===== src/rtl/block_checker_ext.sv =====
// Streaming begin/end keyword-nesting checker with a bounded nesting stack.
// Define BLOCK_CHECKER_CASE_EN to also track case/endcase with per-entry type bits.
module block_checker_ext #(
  parameter int MAX_DEPTH = 16,
  parameter int DEPTH_W   = 5
) (
  input  logic               clk,
  input  logic               reset,
  input  logic [7:0]         in,
  input  logic               in_valid,
  output logic               result,
  output logic [DEPTH_W-1:0] depth,
  output logic               err
);

  // Keywords are left-aligned so that byte position p is bits [55-8p -: 8].
  localparam logic [55:0] KW_BEGIN = {"begin", 16'h0};
  localparam logic [55:0] KW_END   = {"end", 32'h0};
`ifdef BLOCK_CHECKER_CASE_EN
  localparam logic [55:0] KW_CASE    = {"case", 24'h0};
  localparam logic [55:0] KW_ENDCASE = "endcase";
`endif

  function automatic logic kw_hit(input logic [55:0] kw, input logic [2:0] len,
                                  input logic [2:0] p, input logic [7:0] c);
    logic [55:0] sh;
    sh = kw << (8 * p);
    return (p < len) && (sh[55:48] == c);
  endfunction

  logic [2:0] pos;
  logic       f_begin;
  logic       f_end;
`ifdef BLOCK_CHECKER_CASE_EN
  logic                 f_case;
  logic                 f_endcase;
  logic [MAX_DEPTH-1:0] typ;
  logic [MAX_DEPTH-1:0] typ_n;
  logic [MAX_DEPTH-1:0] typ_sh;
  logic                 fc_n;
  logic                 fec_n;
`endif

  logic               is_delim;
  logic               is_alpha;
  logic [7:0]         lc;
  logic [2:0]         pos_n;
  logic               fb_n;
  logic               fe_n;
  logic               w_begin, w_end, w_case, w_endcase;
  logic               t_begin, t_end, t_case, t_endcase;
  logic               push, pop, push_c, pop_c;
  logic               top_c;
  logic               bottom_c;
  logic [DEPTH_W-1:0] depth_n;
  logic               err_n;
  logic               result_n;

  always_comb begin
    is_delim = (in == 8'h20);
    is_alpha = ((in >= 8'h41) && (in <= 8'h5a)) || ((in >= 8'h61) && (in <= 8'h7a));
    lc       = in | 8'h20;
    pos_n    = (pos == 3'd7) ? pos : pos + 3'd1;

    fb_n    = f_begin & is_alpha & kw_hit(KW_BEGIN, 3'd5, pos, lc);
    fe_n    = f_end   & is_alpha & kw_hit(KW_END,   3'd3, pos, lc);
    // w_* describe the word being closed by a delimiter, t_* the word including this byte
    w_begin = f_begin && (pos == 3'd5);
    w_end   = f_end   && (pos == 3'd3);
    t_begin = fb_n && (pos_n == 3'd5);
    t_end   = fe_n && (pos_n == 3'd3);

`ifdef BLOCK_CHECKER_CASE_EN
    fc_n      = f_case    & is_alpha & kw_hit(KW_CASE,    3'd4, pos, lc);
    fec_n     = f_endcase & is_alpha & kw_hit(KW_ENDCASE, 3'd7, pos, lc);
    w_case    = f_case    && (pos == 3'd4);
    w_endcase = f_endcase && (pos == 3'd7);
    t_case    = fc_n  && (pos_n == 3'd4);
    t_endcase = fec_n && (pos_n == 3'd7);
    typ_sh    = typ >> (depth - DEPTH_W'(1));
    top_c     = typ_sh[0];
    typ_n     = typ;
`else
    w_case    = 1'b0;
    w_endcase = 1'b0;
    t_case    = 1'b0;
    t_endcase = 1'b0;
    top_c     = 1'b0;
`endif

    push    = w_begin | w_case;
    pop     = w_end | w_endcase;
    push_c  = w_case;
    pop_c   = w_endcase;
    depth_n = depth;
    err_n   = err;

    if (is_delim && !err) begin
      if (push) begin
        if (depth == DEPTH_W'(MAX_DEPTH)) begin
          err_n = 1'b1;
        end else begin
          depth_n = depth + DEPTH_W'(1);
`ifdef BLOCK_CHECKER_CASE_EN
          if (push_c) typ_n = typ | (MAX_DEPTH'(1) << depth);
          else        typ_n = typ & ~(MAX_DEPTH'(1) << depth);
`endif
        end
      end else if (pop) begin
        if (depth == '0)          err_n = 1'b1;
        else if (top_c != pop_c)  err_n = 1'b1;
        else                      depth_n = depth - DEPTH_W'(1);
      end
    end

`ifdef BLOCK_CHECKER_CASE_EN
    bottom_c = typ_n[0];
`else
    bottom_c = 1'b0;
`endif

    // Tentative end-of-stream view; a partial closing keyword can only balance depth 1
    if (err_n)                  result_n = 1'b0;
    else if (is_delim)          result_n = (depth_n == '0);
    else if (t_begin || t_case) result_n = 1'b0;
    else if (t_end)             result_n = (depth_n == DEPTH_W'(1)) && !bottom_c;
    else if (t_endcase)         result_n = (depth_n == DEPTH_W'(1)) && bottom_c;
    else                        result_n = (depth_n == '0);
  end

  always_ff @(posedge clk or negedge reset) begin
    if (!reset) begin
      pos       <= 3'd0;
      f_begin   <= 1'b1;
      f_end     <= 1'b1;
`ifdef BLOCK_CHECKER_CASE_EN
      f_case    <= 1'b1;
      f_endcase <= 1'b1;
      typ       <= '0;
`endif
      depth     <= '0;
      err       <= 1'b0;
      result    <= 1'b1;
    end else if (in_valid) begin
      pos       <= is_delim ? 3'd0 : pos_n;
      f_begin   <= is_delim | fb_n;
      f_end     <= is_delim | fe_n;
`ifdef BLOCK_CHECKER_CASE_EN
      f_case    <= is_delim | fc_n;
      f_endcase <= is_delim | fec_n;
      typ       <= typ_n;
`endif
      depth     <= depth_n;
      err       <= err_n;
      result    <= result_n;
    end
  end

endmodule


===== config.mk =====
export PLATFORM = sky130hd
export DESIGN_NAME = block_checker_ext
export DESIGN_NICKNAME = d
export VERILOG_FILES = /design/src/rtl/block_checker_ext.sv
export SDC_FILE = /design/constraint.sdc
export NUM_CORES = 1
export LEC_CHECK = 0
export CAP_MARGIN = 20
export CORE_MARGIN = 2
export CORE_UTILIZATION = 57
export DETAILED_ROUTE_END_ITERATION = 8
export PLACE_DENSITY_LB_ADDON = 0.15
export RECOVER_POWER = 25
export SETUP_SLACK_MARGIN = 0.05
export SYNTH_ARGS = -nofsm -noshare
export SYNTH_HDL_FRONTEND = slang
export SYNTH_SLANG_ARGS = --single-unit

===== constraint.sdc =====
create_clock -name clk -period 4.5 [get_ports clk]
set_clock_uncertainty 0.2 [all_clocks]
set_input_delay 0.45 -clock clk [delete_from_list [all_inputs] [get_ports clk]]
set_output_delay 0.45 -clock clk [all_outputs]
set_load 0.1 [all_outputs]

==> results.json <==
{
  "initial_utilization_pct": 62.48,
  "cp_max_fanout": 5,
  "place.detailed.instances": 172,
  "synthCells": 136,
  "final_min_period_over_clock_period_pct": 60.90,
  "cts_hold_repair.buffers": 0,
  "cp_cell_sequence": "clkdlybuf4s50_1 > or4_4 > or3_1 > nor4_1 > a21oi_1 > nand3_1 > o41ai_2",
  "status": "complete, no violations",
  "post_cts_resized": 0,
  "post_route_cells_drive_above_1_share_pct": 9.934,
  "detail_route.iter0.violations": 43,
  "gr-usage-met1_pct": 38.00,
  "power.leakage_nw": 0.4853,
  "yosys_top_cell_area_share_pct": 20.43,
  "final_hold_viol_count": 0,
  "grt.busiest_layer": "met2",
  "postSynthAreaPerCell_um2": 8.105,
  "final_std_cells_w_o_fill": 176,
  "mappedNetlistArea_um2": 1102,
  "nNetsFinal": 171,
  "synthMostInstantiatedCell": "sky130_fd_sc_hd__nor2_1",
  "grt_use_total_pct": 27.43,
  "core_um2": 1764,
  "yosys_register_bits": 12,
  "detail_route.first_pass.iterations": 4,
  "synthDistinctLibCells": 41,
  "die_area_um2": 2302,
  "grt_pass1_vias": 962,
  "ant_nets": 0,
  "cts_max_path_buffers": 2,
  "wl_um": 2781,
  "clk_transition_reported_paths_ps": 70,
  "hold-worst-slack_ps": 304.9,
  "cts_buffers": 3,
  "tritoncts": "done",
  "area.growth.synth_to_final_pct": 18.50,
  "worst_path_largest_cell_delay_ps": 620,
  "fin_setup_tns_ps": 0,
  "slew_violations": 0,
  "post_synth_main_area_contributors": "sky130_fd_sc_hd__dfrtp_1, sky130_fd_sc_hd__ha_1, sky130_fd_sc_hd__dfstp_2, sky130_fd_sc_hd__nor2_1, sky130_fd_sc_hd__a21oi_1",
  "tightest_slew_ps": 970.9,
  "worstHoldPathType": "register to register",
  "worstSetupPathType": "input port to register",
  "synthDominantAreaCellType": "sky130_fd_sc_hd__dfrtp_1",
  "final.min_clock_period_ps": 2740,
  "path_delay_family": "simple AND/OR/NAND/NOR gates",
  "ys_dominant_reg_cell": "sky130_fd_sc_hd__dfrtp_1",
  "max-slew-margin-rel_pct": 35.07,
  "std_cell_rows": 15,
  "remaining_drc_errors": 0,
  "power.density_cell_area_nw_per_um2": 338.5,
  "portBuffers": 17,
  "gr-usage-met2_pct": 40.80,
  "critical_path.slowest_cell": "sky130_fd_sc_hd__or4_4",
  "timing.critical_path.from_type": "input port",
  "synthArstFlopShare_pct": 100.0,
  "globalRouteMet3Util_pct": 4.528,
  "ir_drop_worst_case_vdd_mv": 0.3276,
  "setup_viol": 0,
  "route.vias.total": 1136,
  "synth-seq-area-share_pct": 27.58,
  "most_instantiated_cells_after_synthesis": "sky130_fd_sc_hd__nor2_1, sky130_fd_sc_hd__a21oi_1, sky130_fd_sc_hd__dfrtp_1, sky130_fd_sc_hd__inv_1",
  "clock.fmax_mhz": 364.9,
  "grt_max_degree": 19,
  "mappedNetlistNets": 155,
  "yosys_warnings": 0,
  "clk_root_buffer_cell": "sky130_fd_sc_hd__clkbuf_4",
  "cts_sinks": 12,
  "number_of_antenna_violations_at_the_first_check_in_global_routing": 0,
  "design.portCount": 18,
  "place.detailed.hpwl_um": 2213,
  "overall_power_consumption_uw": 442.1,
  "die-width_um": 47.98,
  "post_drt_wl_per_cell_um": 15.80,
  "avgViaCountPerCell": 6.455,
  "htreeDepth": 1,
  "worstPathBufferInverterCount": 1,
  "postLayoutCoreUtil_pct": 74.04,
  "critical_path_required_ps": 4500,
  "grt_remaining_overflow": 0,
  "end_kind": "register",
  "post_cts_buffers": 0,
  "rsz0062_at_grt": "false",
  "chipHeight_um": 47.98,
  "worst-endpoint-arrival_ps": 2740,
  "wire_length_of_the_first_global_routing_pass_um": 4298,
  "worst_skew_pair.late_latency_ps": 280,
  "synth-edff-count": 0,
  "drv_cap": 0,
  "insertedDiodeCount": 0,
  "globalplace.congestion": 0.9459
}
stage by stage:
step           area (um2)  setup slack, ps
3_5_place_dp         1280             1508
6_report             1306             1760
5_1_grt              1306             1684
2_1_floorplan        1102             1704
3_3_place_gp         1280             1627
4_1_cts              1306             1800
cell type report:
type                       count  area, um2
sequential                    12      304.0
fill                         154      457.9
clock buffer                   4      26.28
timing repair buffer          17      170.2
inverter                       9      33.78
tap                           25      31.28
multi-input combinational    109      740.7
routing by layer:
metal / up-vias / wire, um
met5: - / 0
met4: 0 / 81
met3: 9 / 218
met2: 54 / 1261
met1: 529 / 1220
li1: 544 / -
worst min-delay path: stages, from the launching register on:
cell,delay [ps]
sky130_fd_sc_hd__dfstp_2,380
sky130_fd_sc_hd__nand2_1,70
sky130_fd_sc_hd__o41ai_2,60
power by group:
group | internal, mW | switching [mW]
registers | 0.125 | 0.0298
clock network | 0.0344 | 0.0339
logic | 0.0831 | 0.136
path summary, 6_finish.rpt:
kind | cells past startpoint | slack (ps) | endpoint | from
max | 7 | 1760 | result$_DFFE_PN1P_ | in[0]
min | 2 | 300 | result$_DFFE_PN1P_ | result$_DFFE_PN1P_
max in group asynchronous | 1 | 3350 | f_end$_DFFE_PN1P_ | reset
min in group asynchronous | 1 | 380 | depth[3]$_DFFE_PN0P_ | reset
max reg2reg | 8 | 1880 | result$_DFFE_PN1P_ | depth[0]$_DFFE_PN0P_
min reg2reg | 2 | 300 | result$_DFFE_PN1P_ | result$_DFFE_PN1P_
cells by family after synthesis:
family / synth area share, %
AND/OR/NAND/NOR: 28.15
buffers and inverters: 5.221
AO/OA/AOI/OAI: 24.06
multiplexers: 1.930
adder cells (fa/ha/maj): 9.081
XOR/XNOR: 3.973
flip-flops: 27.58
layout by cell type, fill, tap and decap left out, drive strengths merged, types with 2 or more instances in the layout:
cell type | synthesis | layout
o21ai | 8 | 8
xnor2 | 5 | 5
nand2 | 8 | 8
nor2 | 16 | 16
dfrtp | 9 | 9
nor3 | 4 | 4
clkdlybuf4s50 | 0 | 16
a31oi | 4 | 4
ha | 8 | 8
a311oi | 2 | 2
dfstp | 3 | 3
or4 | 2 | 2
inv | 9 | 9
a21oi | 9 | 9
nand3 | 8 | 8
clkbuf | 5 | 4
nor4b | 2 | 2
nor4 | 3 | 3
and3 | 4 | 4
or3 | 3 | 3
o22ai | 6 | 6
flip-flops by register name, indices dropped and copies added (netlist names):
signal,count
depth,5
pos,3
err,1
f_begin,1
f_end,1
result,1
(Power assumes the default switching activity.)
